File: config.mk
export PLATFORM = sky130hd
export DESIGN_NAME = if_fetch_unit_flat
export DESIGN_NICKNAME = d
export VERILOG_FILES = /design/src/rtl/if_fetch_unit_if.sv /design/src/rtl/if_fetch_unit.sv /design/src/flat_wrapper.sv
export SDC_FILE = /design/constraint.sdc
export NUM_CORES = 1
export LEC_CHECK = 0
export CAP_MARGIN = 25
export CORE_MARGIN = 1
export CORE_UTILIZATION = 41
export CTS_CLUSTER_SIZE = 14
export DETAILED_ROUTE_END_ITERATION = 8
export PLACE_DENSITY = 0.77
export SLEW_MARGIN = 30
export SYNTH_ARGS = -nofsm -noshare
export SYNTH_HDL_FRONTEND = slang
export SYNTH_SLANG_ARGS = --single-unit
File: constraint.sdc
create_clock -name clk -period 2.15 [get_ports clk]
set_input_delay 0.43 -clock clk [delete_from_list [all_inputs] [get_ports clk]]
set_output_delay 0.43 -clock clk [all_outputs]
set_load 0.05 [all_outputs]
File: src/rtl/if_fetch_unit_if.sv
// Instruction-memory request/response bus between the fetch unit and imem.
// One request may be outstanding; each channel uses a valid/ready handshake.
interface if_fetch_unit_if;
    logic        imem_req_valid;
    logic        imem_req_ready;
    logic [63:0] imem_req_addr;
    logic        imem_rsp_valid;
    logic        imem_rsp_ready;
    logic [31:0] imem_rsp_data;

    modport master (
        output imem_req_valid,
        output imem_req_addr,
        output imem_rsp_ready,
        input  imem_req_ready,
        input  imem_rsp_valid,
        input  imem_rsp_data
    );

    modport slave (
        input  imem_req_valid,
        input  imem_req_addr,
        input  imem_rsp_ready,
        output imem_req_ready,
        output imem_rsp_valid,
        output imem_rsp_data
    );
endinterface

File: src/rtl/if_fetch_unit.sv
// Instruction fetch stage: one outstanding imem fetch at a time, returned words
// land in a registered slot feeding IF/ID; honours stall and redirect.
module if_fetch_unit #(
    parameter logic [63:0] RESET_PC = 64'h0,
    parameter logic [31:0] NOP_INSN = 32'h00000013
) (
    input  logic                   clk,
    input  logic                   reset,
    input  logic                   stall,
    input  logic                   redirect_valid,
    input  logic [63:0]            redirect_pc,
    if_fetch_unit_if.master        imem,
    output logic [63:0]            pc_out,
    output logic [31:0]            instruction,
    output logic                   if_valid
);

    typedef enum logic [1:0] {S_IDLE, S_REQ, S_WAIT, S_DROP} state_t;

    state_t      state;
    state_t      state_next;
    logic [63:0] pc_reg;
    logic        req_valid_q;
    logic        rsp_ready;
    logic        slot_load;
    logic        unused_pc_bits;

    assign imem.imem_req_valid = req_valid_q;
    assign imem.imem_req_addr  = pc_reg;
    assign imem.imem_rsp_ready = rsp_ready;
    assign unused_pc_bits      = ^redirect_pc[1:0];

    // A redirect in WAIT forces acceptance so a coincident response is drained
    // rather than left dangling behind a stalled slot.
    always_comb begin
        state_next = state;
        rsp_ready  = 1'b0;
        case (state)
            S_IDLE: state_next = S_REQ;
            S_REQ: begin
                if (imem.imem_req_ready)
                    state_next = redirect_valid ? S_DROP : S_WAIT;
            end
            S_WAIT: begin
                rsp_ready = redirect_valid || !if_valid || !stall;
                if (imem.imem_rsp_valid && rsp_ready)
                    state_next = S_REQ;
                else if (redirect_valid)
                    state_next = S_DROP;
            end
            S_DROP: begin
                rsp_ready = 1'b1;
                if (imem.imem_rsp_valid)
                    state_next = S_REQ;
            end
            default: state_next = S_IDLE;
        endcase
    end

    assign slot_load = (state == S_WAIT) && imem.imem_rsp_valid && rsp_ready && !redirect_valid;

    always_ff @(posedge clk) begin
        if (reset) begin
            state       <= S_IDLE;
            pc_reg      <= RESET_PC;
            req_valid_q <= 1'b0;
            if_valid    <= 1'b0;
            pc_out      <= 64'h0;
            instruction <= NOP_INSN;
        end else begin
            state       <= state_next;
            req_valid_q <= (state_next == S_REQ);

            if (redirect_valid)
                pc_reg <= {redirect_pc[63:2], 2'b00};
            else if (slot_load)
                pc_reg <= pc_reg + 64'd4;

            // Slot: flush beats load, load beats consume; stall holds it bit-stable.
            if (redirect_valid) begin
                if_valid    <= 1'b0;
                instruction <= NOP_INSN;
            end else if (slot_load) begin
                if_valid    <= 1'b1;
                pc_out      <= pc_reg;
                instruction <= imem.imem_rsp_data;
            end else if (if_valid && !stall) begin
                if_valid    <= 1'b0;
                instruction <= NOP_INSN;
            end
        end
    end

endmodule
File: src/flat_wrapper.sv
// flat-port wrapper written by rule: the top's interface ports become plain ports
module if_fetch_unit_flat 
#(
    parameter logic [63:0] RESET_PC = 64'h0,
    parameter logic [31:0] NOP_INSN = 32'h00000013
)
  (clk, reset, stall, redirect_valid, redirect_pc, pc_out, instruction, if_valid, imem_imem_req_valid, imem_imem_req_addr, imem_imem_rsp_ready, imem_imem_req_ready, imem_imem_rsp_valid, imem_imem_rsp_data);
  if_fetch_unit_if imem_i ();
  input  logic clk;
  input  logic reset;
  input  logic stall;
  input  logic redirect_valid;
  input  logic [63:0] redirect_pc;
  output logic [63:0] pc_out;
  output logic [31:0] instruction;
  output logic if_valid;
  output wire logic [$bits(imem_i.imem_req_valid)-1:0] imem_imem_req_valid;
  output wire logic [$bits(imem_i.imem_req_addr)-1:0] imem_imem_req_addr;
  output wire logic [$bits(imem_i.imem_rsp_ready)-1:0] imem_imem_rsp_ready;
  input wire logic [$bits(imem_i.imem_req_ready)-1:0] imem_imem_req_ready;
  input wire logic [$bits(imem_i.imem_rsp_valid)-1:0] imem_imem_rsp_valid;
  input wire logic [$bits(imem_i.imem_rsp_data)-1:0] imem_imem_rsp_data;
  assign imem_imem_req_valid = imem_i.imem_req_valid;
  assign imem_imem_req_addr = imem_i.imem_req_addr;
  assign imem_imem_rsp_ready = imem_i.imem_rsp_ready;
  assign imem_i.imem_req_ready = imem_imem_req_ready;
  assign imem_i.imem_rsp_valid = imem_imem_rsp_valid;
  assign imem_i.imem_rsp_data = imem_imem_rsp_data;
  if_fetch_unit #(.RESET_PC(RESET_PC), .NOP_INSN(NOP_INSN)) u_core (.clk(clk), .reset(reset), .stall(stall), .redirect_valid(redirect_valid), .redirect_pc(redirect_pc), .imem(imem_i), .pc_out(pc_out), .instruction(instruction), .if_valid(if_valid));
endmodule
==> results of run 1 <==
## registers in the layout, summed over array words and instances (netlist names)
| signal | flops |
|---|---|
| u_core.if_valid | 1 |
| u_core.imem.imem_req_addr | 62 |
| u_core.imem.imem_req_valid | 1 |
| u_core.instruction | 32 |
| u_core.pc_out | 62 |
| u_core.state | 2 |
## synthesized netlist by cell type (all sizes together), types with 2 or more instances
cell type / n / area share
nand3b: 3 / 0.0031
and3b: 2 / 0.0024
nand3: 39 / 0.027
and2: 15 / 0.013
nor3: 13 / 0.0089
o21ai: 12 / 0.0082
o211ai: 11 / 0.011
xnor2: 15 / 0.018
or3: 17 / 0.015
a31oi: 14 / 0.012
nand4: 32 / 0.029
o221ai: 2 / 0.0024
nor2: 82 / 0.042
a311o: 2 / 0.0027
buf: 16 / 0.011
or2: 2 / 0.0017
or4: 13 / 0.014
a211oi: 24 / 0.025
xor2: 17 / 0.020
and4: 6 / 0.0072
a311oi: 11 / 0.013
inv: 7 / 0.0036
a21oi: 79 / 0.054
dfxtp: 160 / 0.44
mux2i: 3 / 0.0041
a22oi: 30 / 0.031
o31ai: 6 / 0.0062
o22ai: 6 / 0.0052
and3: 17 / 0.015
nor4: 17 / 0.017
clkbuf: 54 / 0.028
nand2: 176 / 0.091
## worst paths after layout
kind	startpoint	to	cells after the start
worst max register to register	u_core.imem.imem_req_addr[26]	u_core.imem.imem_req_addr[55]	7
worst min register to register	u_core.pc_out[36]	u_core.pc_out[36]	2
worst max-delay path	u_core.imem.imem_req_addr[3]	imem_imem_req_addr[3]	2
worst min-delay path	reset	u_core.pc_out[62]	2
## layer usage
metal  GRT usage  vias up  wire length, um
met5           0        -               15
met4       0.114        2              732
met3      0.0692       67             2060
met2       0.458      373            12300
met1       0.347     3902            10800
li1            -     3976                -
## layout make-up
cell class | instances | area (sq um)
inverter | 7 | 26.3
clock inverter | 15 | 178
multi-input combinational | 685 | 3910
clock buffer | 17 | 425
tap | 225 | 282
sequential | 160 | 3290
timing repair buffer | 383 | 3630
fill | 1414 | 5560
## repair_timing
| item | CTS | global route |
|---|---|---|
| hold buffers | 0 | 0 |
| resized for setup | 33 | 37 |
| setup buffers | 1 | 3 |
| gates cloned | 0 | 0 |
| pin swaps | 1 | 19 |
| setup endpoints to repair | 34 | 48 |
## worst max-delay path, delay by kind of cell (launching register included)
kind                   cells  cell delay (ps)
DFF                        1              320
buffers and inverters      2              940
## logic make-up after synthesis
group	Yosys count
XOR/XNOR	32
adder cells (fa/ha/maj)	1
flip-flops	160
buffers and inverters	77
multiplexers	4
AO/OA/AOI/OAI	205
other	1
AND/OR/NAND/NOR	439
## power by group through the flow
stage               registers (mW)  clock network [mW]  logic, mW
floorplan                     3.52                   0      0.289
global placement              3.20                   0       1.16
detailed placement            3.20                   0       1.18
CTS                           3.13                3.15       1.16
global route                  3.15                3.27       1.23
finish                        3.14                3.12       1.17
## cell usage in the layout, fill, tap and decap left out, drive strengths merged, types with 4 or more instances in the layout
cell type / netlist / routed
clkdlybuf4s50: 0 / 204
nand2: 176 / 176
dfxtp: 160 / 160
buf: 16 / 128
nor2: 82 / 82
a21oi: 79 / 79
nand3: 39 / 39
nand4: 32 / 32
a22oi: 30 / 30
dlygate4sd2: 0 / 28
a211oi: 24 / 24
dlymetal6s2s: 0 / 23
and3: 17 / 17
xor2: 17 / 17
clkbuf: 54 / 17
or3: 17 / 17
nor4: 17 / 17
and2: 15 / 15
xnor2: 15 / 15
a31oi: 14 / 14
inv: 7 / 14
or4: 13 / 13
nor3: 13 / 13
o21ai: 12 / 12
o211ai: 11 / 11
a311oi: 11 / 11
o31ai: 6 / 6
o22ai: 6 / 6
and4: 6 / 6
clkinv: 0 / 6
conb: 1 / 4
## metrics by stage
| step | power, mW | std cells | hold WS [ps] |
|---|---|---|---|
| after CTS | 7.45 | 1489 | 344 |
| final | 7.42 | 1492 | 357 |
| after global placement | 4.36 | 1456 | 442 |
| after floorplan | 3.80 | 922 | 473 |
| after global routing | 7.65 | 1492 | 371 |
| after detailed placement | 4.38 | 1456 | 447 |
==> metrics.yaml, run 1 <==
status:
  status: "completed"
worst_setup_path:
  path_class: "flip-flop to output port"
  cp-start-kind: "flip-flop"
  arrival_ps: 1690
  max_stage_delay_ps: 810
  crit_fanout: 5
  slowest_stage: "clkdlybuf4s50_1"
  cp.required_ps: 1720
  rrSetupSlack_ps: 60
  end_kind: "output port"
  worstPathCellList: "buf_4, clkdlybuf4s50_1"
floorplan:
  die_area_sq_mm: 0.0183
  start_util: 0.421
  rows: 48
  num_io_pins: 265
  coreArea_sq_mm: 0.0173
  fp.dieH_um: 135
  die-width_um: 135
synthesis:
  synth_top_family_by_area: "simple AND/OR/NAND/NOR gates"
  synth_async_sr_flop_share: 0
  ys_seq_elements: 160
  ys.flop_type: "dfxtp_1"
  ys.warnings.count: 0
  synthMuxAreaShare: 0.00567
  syn_inst: 919
  synth_cell_types: 53
  postSynthAreaPerCell_sq_um: 7.93
  netlist_area_sq_mm: 0.00728
  ys_seq_area_frac: 0.440
  synth_compound_area_frac: 0.181
  synth-adder-area-share: 0.00172
  synthXorXnorAreaFrac: 0.0385
  synth-edff-count: 0
  yosys.area_share.simple: 0.291
grt:
  grt_usage: 0.279
  grt_pass1_vias: 7934
  grt_max_degree: 42
  overflow: 0
  grt_pass1_wl_um: 40300
  antenna_found_initial: 1
sta:
  fmax_ghz: 0.471
  finalHoldViolations: 0
  tightest_slew_ps: 564
  relSlewSlack: 0.623
  rsz0062_at_grt: "yes"
  clock_skew_ps: 6.34
  finalMaxSlewViolations: 0
  fin_crit_ps: 2120
  setup_tns_ps: 0
  setup_viol_count_final: 0
  worst_slack_ps: 27.8
  fin_crit_sh: 0.987
min_path:
  hold_path.class: "input pin to flip-flop"
routing:
  wl_per_cell_um: 17.4
  drtIter0Drc: 838
  num_vias: 8320
  drt_wl_total_um: 25900
  drcViolationCount: 0
  via_per_inst: 5.58
  drt_first_pass_iters: 6
  antenna_left: 0
clock_network:
  cts_max_level: 4
  clock_latency_ps: 440
  clockBufferDepth: 2
  clk_pin_slew_worst_paths_ps: 70
  cts_buffers: 17
  cts_sinks: 160
  cts_tree: "built"
  clock-root-buffer: "clkbuf_16"
final_layout:
  design_area_sq_mm: 0.0117
  area_growth_pct: 61.1
  final_nets: 1357
  drive_gt1_frac: 0.183
  utilization: 0.678
  antenna_cells: 0
power_and_ir_drop:
  seqPwrFrac: 0.423
  p_leak_nw: 4.56
  pwr_density_cell_mw_per_mm2: 633
  p_switching_mw: 2.14
  internal_power_mw: 5.28
  p_clk_frac: 0.420
  worst_ir_drop_vdd_mv: 0.588
  pwr-share-comb: 0.158
  swShare: 0.288
placed_design:
  io_buffers: 258
  gp_congestion: 0.883
  dp_hpwl_um: 18900
  pre_cts_slack_ps: -473
  dpl_cell_area_sq_mm: 0.0110
run:
  cap_viol_max_count: 0
Power figures use the tool's default switching activity.
==> inputs of run 2 (changes only) <==
--- a/config.mk
+++ b/config.mk
@@ -11,6 +11,7 @@
 export CTS_CLUSTER_SIZE = 14
 export DETAILED_ROUTE_END_ITERATION = 8
 export PLACE_DENSITY = 0.77
+export REMOVE_ABC_BUFFERS = 1
 export SLEW_MARGIN = 30
 export SYNTH_ARGS = -nofsm -noshare
 export SYNTH_HDL_FRONTEND = slang
==> metrics.yaml, run 2 (synthesis results as in run 1) <==
sta:
  setup_tns_ps: -199  # -199 ps
  finalMaxSlewViolations: 0  # unchanged
  worst_slack_ps: -47.2  # -75.0 ps
  clock_skew_ps: 8.95  # +2.61 ps
  rsz0062_at_grt: "yes"
  fmax_ghz: 0.455  # -3.4%
  fin_crit_sh: 1.02  # +0.0349
  relSlewSlack: 0.556  # -0.0666
  tightest_slew_ps: 666  # +102 ps
  setup_viol_count_final: 6  # +6
  fin_crit_ps: 2200  # +75.0 ps
  finalHoldViolations: 0  # unchanged
grt:
  grt_max_degree: 62  # +48%
  overflow: 0  # unchanged
  grt_usage: 0.282  # +0.00343
  grt_pass1_vias: 7855  # -1.0%
  grt_pass1_wl_um: 40500  # +0.60%
  antenna_found_initial: 0  # -1
final_layout:
  area_growth_pct: 63.0
  drive_gt1_frac: 0.184  # +0.00127
  antenna_cells: 0  # unchanged
  layout.cells.most_common_list: "clkdlybuf4s50_1 (197), nand2_1 (174), dfxtp_1 (145)"
  final_common_cell: "clkdlybuf4s50_1"
  fin_cells: 1505  # +0.87%
  final_nets: 1370  # +0.96%
worst_setup_path:
  end_kind: "flip-flop"
  arrival_ps: 2530  # +840 ps
  max_stage_delay_ps: 530  # -280 ps
  cp-start-kind: "flip-flop"
  slowest_stage: "or4_4"
  crit_fanout: 4  # -1
  timing.critical_path.mode_cell: "or3_4"
  path_class: "flip-flop to flip-flop"
  worstPathCellList: "nand4_1, or4_4, or3_4, or3_4, a311oi_2"
  cp.required_ps: 2490  # +770 ps
placed_design:
  io_buffers: 258  # unchanged
  dp_hpwl_um: 19100  # +0.71%
  gp_congestion: 0.880  # -0.35%
  dp.cells: 1461  # +0.34%
min_path:
  hold_path.class: "input pin to flip-flop"
power_and_ir_drop:
  pwr_density_cell_mw_per_mm2: 645  # +1.9%
  p_switching_mw: 2.08  # -2.8%
  pwr-share-comb: 0.154  # -0.004
  seqPwrFrac: 0.410  # -0.013
  p_leak_nw: 4.63  # +1.7%
  swShare: 0.271  # -0.0166
  p_clk_frac: 0.436  # +0.016
  worst_ir_drop_vdd_mv: 0.571  # -3.0%
  internal_power_mw: 5.58  # +5.6%
routing:
  drt-met1-wl_um: 11200  # +3.2%
  drtIter0Drc: 600  # -28%
  wl_per_cell_um: 17.8  # +2.6%
  dr_wl_met3_um: 2040  # -1.0%
  dr.max_layer_used: "met4"
  drcViolationCount: 0  # unchanged
  antenna_left: 0  # unchanged
  wl_met2_um: 12900  # +4.6%
  drt_first_pass_iters: 5  # -1
  via_per_inst: 5.63  # +0.90%
  drt_wl_total_um: 26800  # +3.5%
  num_vias: 8468  # +1.8%
run:
  cap_viol_max_count: 0  # unchanged
clock_network:
  cts_buffers: 17  # unchanged
  cts_max_level: 4  # unchanged
  clock_latency_ps: 430  # about the same
  cts_tree: "built"
  cts_sinks: 160  # unchanged
  hold_buffers: 0  # unchanged
  clock-root-buffer: "clkbuf_16"
  clk_pin_slew_worst_paths_ps: 70  # about the same
  clockBufferDepth: 2  # unchanged
status:
  status: "finished with violations"
  violations: "negative setup slack"
floorplan:
  die_area_sq_mm: 0.0183  # unchanged
  start_util: 0.421  # unchanged
  num_io_pins: 265  # unchanged
  rows: 48  # unchanged
  coreArea_sq_mm: 0.0173  # unchanged
  fp.dieH_um: 135  # unchanged
  die-width_um: 135  # unchanged
run 2: timing repair:
action                     CTS  global route
gates resized for setup     45            67
setup endpoints to repair   40            50
buffers inserted             1            11
hold endpoints to repair     0             0
pin swaps                    2            29
run 2: power groups by stage:
| stage | Clock [mW] | Combinational, mW | Sequential (mW) |
|---|---|---|---|
| final | 3.34 | 1.18 | 3.14 |
| after global routing | 3.50 | 1.24 | 3.15 |
| after CTS | 3.37 | 1.16 | 3.13 |
| after detailed placement | 0 | 1.17 | 3.20 |
| after global placement | 0 | 1.16 | 3.19 |
| after floorplan | 0 | 0.229 | 3.51 |
run 2: through the flow:
step / total power, mW / setup WS, ps / hold WS (ps) / cell area [sq um] / util
3_3_place_gp: 4.36 / -414 / 441 / 10900 / 0.628
3_5_place_dp: 4.37 / -414 / 446 / 10900 / 0.628
4_1_cts: 7.66 / -7.20 / 332 / 11500 / 0.666
2_1_floorplan: 3.74 / -4900 / 467 / 7010 / -
5_1_grt: 7.89 / -137 / 351 / 11900 / 0.686
6_report: 7.66 / -47.2 / 350 / 11900 / 0.686
run 2: cell type report:
type / count / area (sq um)
clock buffers: 20 / 467
fillers: 1428 / 5420
inverters: 7 / 26.3
multi-input cells: 685 / 4010
well taps: 225 / 282
flip-flops and latches: 160 / 3220
repair buffers: 396 / 3680
clock inverters: 12 / 181
run 2: critical path: cells and delay by family, from the launching register on:
| family | cells | cell delay (ps) |
|---|---|---|
| AND/OR/NAND/NOR | 4 | 1490 |
| flip-flops | 1 | 340 |
| AO/OA/AOI/OAI | 1 | 280 |
run 2: per-layer routing:
| layer | vias to the layer above | track usage |
|---|---|---|
| li1 | 3996 | - |
| met1 | 4051 | 0.350 |
| met2 | 363 | 0.475 |
| met3 | 58 | 0.0726 |
| met4 | 0 | 0.0918 |
| met5 | - | 0 |
run 2: worst paths after layout:
check	from	end	slack (ps)	depth (start not counted)
setup reg to reg	u_core.imem.imem_req_addr[15]	u_core.imem.imem_req_addr[41]	-50	5
hold reg to reg	u_core.pc_out[23]	u_core.pc_out[23]	450	2
hold / removal	reset	u_core.pc_out[53]	350	2
setup / recovery	u_core.imem.imem_req_addr[15]	u_core.imem.imem_req_addr[41]	-50	5
==> inputs of run 3 (changes only) <==
--- a/config.mk
+++ b/config.mk
@@ -7,11 +7,13 @@
 export LEC_CHECK = 0
 export CAP_MARGIN = 25
 export CORE_MARGIN = 1
-export CORE_UTILIZATION = 41
+export CORE_UTILIZATION = 49
+export CTS_CLUSTER_DIAMETER = 80
 export CTS_CLUSTER_SIZE = 14
 export DETAILED_ROUTE_END_ITERATION = 8
-export PLACE_DENSITY = 0.77
+export PLACE_DENSITY = 0.87
 export REMOVE_ABC_BUFFERS = 1
+export SETUP_SLACK_MARGIN = 0.05
 export SLEW_MARGIN = 30
 export SYNTH_ARGS = -nofsm -noshare
 export SYNTH_HDL_FRONTEND = slang
==> constraint.sdc (replaced) <==
create_clock -name clk -period 2.8 [get_ports clk]
set_input_delay 0.56 -clock clk [delete_from_list [all_inputs] [get_ports clk]]
set_output_delay 0.56 -clock clk [all_outputs]
set_load 0.05 [all_outputs]
==> metrics.yaml, run 3 (synthesis results as in run 1) <==
placed_design:
  dp_hpwl_um: 17600  # -7.9%
  gp_congestion: 0.903  # +2.6%
  dp.cells: 1350  # -7.6%
  io_buffers: 258  # unchanged
  dpl_cell_area_sq_mm: 0.0103  # -5.3%
clock_network:
  cts_buffers: 17  # unchanged
  clk_pin_slew_worst_paths_ps: 60  # about the same
  cts_setup_buffers: 0  # -1
  post_cts_resized: 0  # -100%
  clock_latency_ps: 440  # about the same
  hold_buffers: 0  # unchanged
  cts_sinks: 160  # unchanged
  clock-root-buffer: "clkbuf_16"
  cts_max_level: 4  # unchanged
  clockBufferDepth: 2  # unchanged
  cts_tree: "built"
routing:
  wl_per_cell_um: 18.3  # +2.5%
  drt_wl_total_um: 25200  # -6.1%
  via_per_inst: 5.94  # +5.6%
  drcViolationCount: 0  # unchanged
  drt_first_pass_iters: 6  # +1
  drtIter0Drc: 779  # +30%
  antenna_left: 0  # unchanged
  num_vias: 8193  # -3.2%
worst_setup_path:
  end_kind: "flip-flop"
  cp_top_family: "simple AND/OR/NAND/NOR gates"
  worstPathCellList: "nand4_2, or4_4, or3_1, or3_1, a311oi_1"
  arrival_ps: 2940  # +410 ps
  path_class: "flip-flop to flip-flop"
  max_stage_delay_ps: 660  # +130 ps
  path_buf_inv: 0  # unchanged
  timing.critical_path.mode_cell: "or3_1"
  cp.required_ps: 3150  # +660 ps
  crit_fanout: 12  # +8
  cp-start-kind: "flip-flop"
  slowest_stage: "or4_4"
power_and_ir_drop:
  worst_ir_drop_vdd_mv: 0.402  # -30%
  pwr_density_cell_mw_per_mm2: 516  # -20%
  p_leak_nw: 3.69  # -20%
  total_power_mw: 5.61  # -27%
sta:
  hold_ws_ps: 452  # +102 ps
  tightest_slew_ps: 951  # +286 ps
  finalMaxSlewViolations: 0  # unchanged
  fin_crit_ps: 2590  # +394 ps
  fmax_ghz: 0.386  # -15%
  relSlewSlack: 0.366  # -0.190
  clock_skew_ps: 19.3  # +10.3 ps
  fin_crit_sh: 0.925  # -0.0965
  rsz0062_at_grt: "no"
  setup_viol_count_final: 0  # -6
  finalHoldViolations: 0  # unchanged
grt:
  grt_usage: 0.327  # +0.0447
  overflow: 0  # unchanged
  grt_max_degree: 89  # +44%
  grt_pass1_wl_um: 38700  # -4.4%
  antenna_found_initial: 0  # unchanged
  grt_pass1_vias: 7733  # -1.6%
floorplan:
  start_util: 0.501  # +0.0800
  rows: 44  # -8.3%
  num_io_pins: 265  # unchanged
  die-width_um: 124  # -8.4%
  coreArea_sq_mm: 0.0145  # -16%
  fp.dieH_um: 124  # -8.4%
  die_area_sq_mm: 0.0154  # -16%
final_layout:
  area_growth_pct: 49.3
  final_nets: 1288  # -6.0%
  utilization: 0.748  # +0.0618
  layout.cells.most_common_list: "clkdlybuf4s50_1 (256), nand2_1 (175), dfxtp_1 (160)"
  design_area_sq_mm: 0.0109  # -8.4%
  drive_gt1_frac: 0.0795  # -0.105
  fin_cells: 1379  # -8.4%
  antenna_cells: 0  # unchanged
  final_common_cell: "clkdlybuf4s50_1"
min_path:
  hold_path.class: "flip-flop to flip-flop"
status:
  status: "completed"
run:
  cap_viol_max_count: 0  # unchanged
run 3: cell count changes in the layout (fill, tap and decap cells not counted), moves of 5 or more:
| cell | before | now |
|---|---|---|
| dfxtp_2 | 15 | 0 |
| buf_4 | 137 | 54 |
| dfxtp_1 | 145 | 160 |
| buf_6 | 5 | 0 |
| clkdlybuf4s50_1 | 197 | 256 |
| dlymetal6s2s_1 | 19 | 0 |
| dlygate4sd2_1 | 33 | 0 |
| nor4_1 | 7 | 14 |
run 3: final timing paths:
path	start	end	slack, ps	depth (start not counted)
max	u_core.imem.imem_req_addr[10]	u_core.imem.imem_req_addr[41]	210	5
min	u_core.pc_out[59]	u_core.pc_out[59]	450	2
max reg2reg	u_core.imem.imem_req_addr[10]	u_core.imem.imem_req_addr[41]	210	5
min reg2reg	u_core.pc_out[59]	u_core.pc_out[59]	450	2
run 3: where the power goes:
part | switching (mW) | leakage, nW | internal, mW | total [mW]
Clock | 0.903 | 0.283 | 1.43 | 2.34
Combinational | 0.493 | 2.11 | 0.349 | 0.842
Sequential | 0.0874 | 1.30 | 2.34 | 2.43
Total | 1.48 | 3.69 | 4.13 | 5.61
run 3: layout make-up:
type / instances / area (sq um)
Multi-Input combinational cell: 685 / 3790
Fill cell: 1078 / 3660
Clock inverter: 6 / 109
Tap cell: 184 / 230
Clock buffer: 23 / 468
Sequential cell: 160 / 3200
Inverter: 7 / 26.3
Timing Repair Buffer: 314 / 3050
run 3: per-layer routing:
layer  GRT usage  vias to the layer above  part of all wire
met5           0                        -                 0
met4       0.152                        0             0.033
met3       0.113                       75              0.11
met2       0.525                      469              0.47
met1       0.391                     3830              0.39
li1            -                     3819                 -
run 3: worst register-to-register path, delay by kind of cell, from the launching register on:
kind	cells	cell delay [ps]
simple gates	4	1800
flops	1	460
compound gates	1	250
run 3: stage by stage:
stage	setup WS (ps)	TNS (ps)
6_report	209	0
3_3_place_gp	183	0
4_1_cts	253	0
3_5_place_dp	124	0
2_1_floorplan	-4250	-347110
5_1_grt	157	0
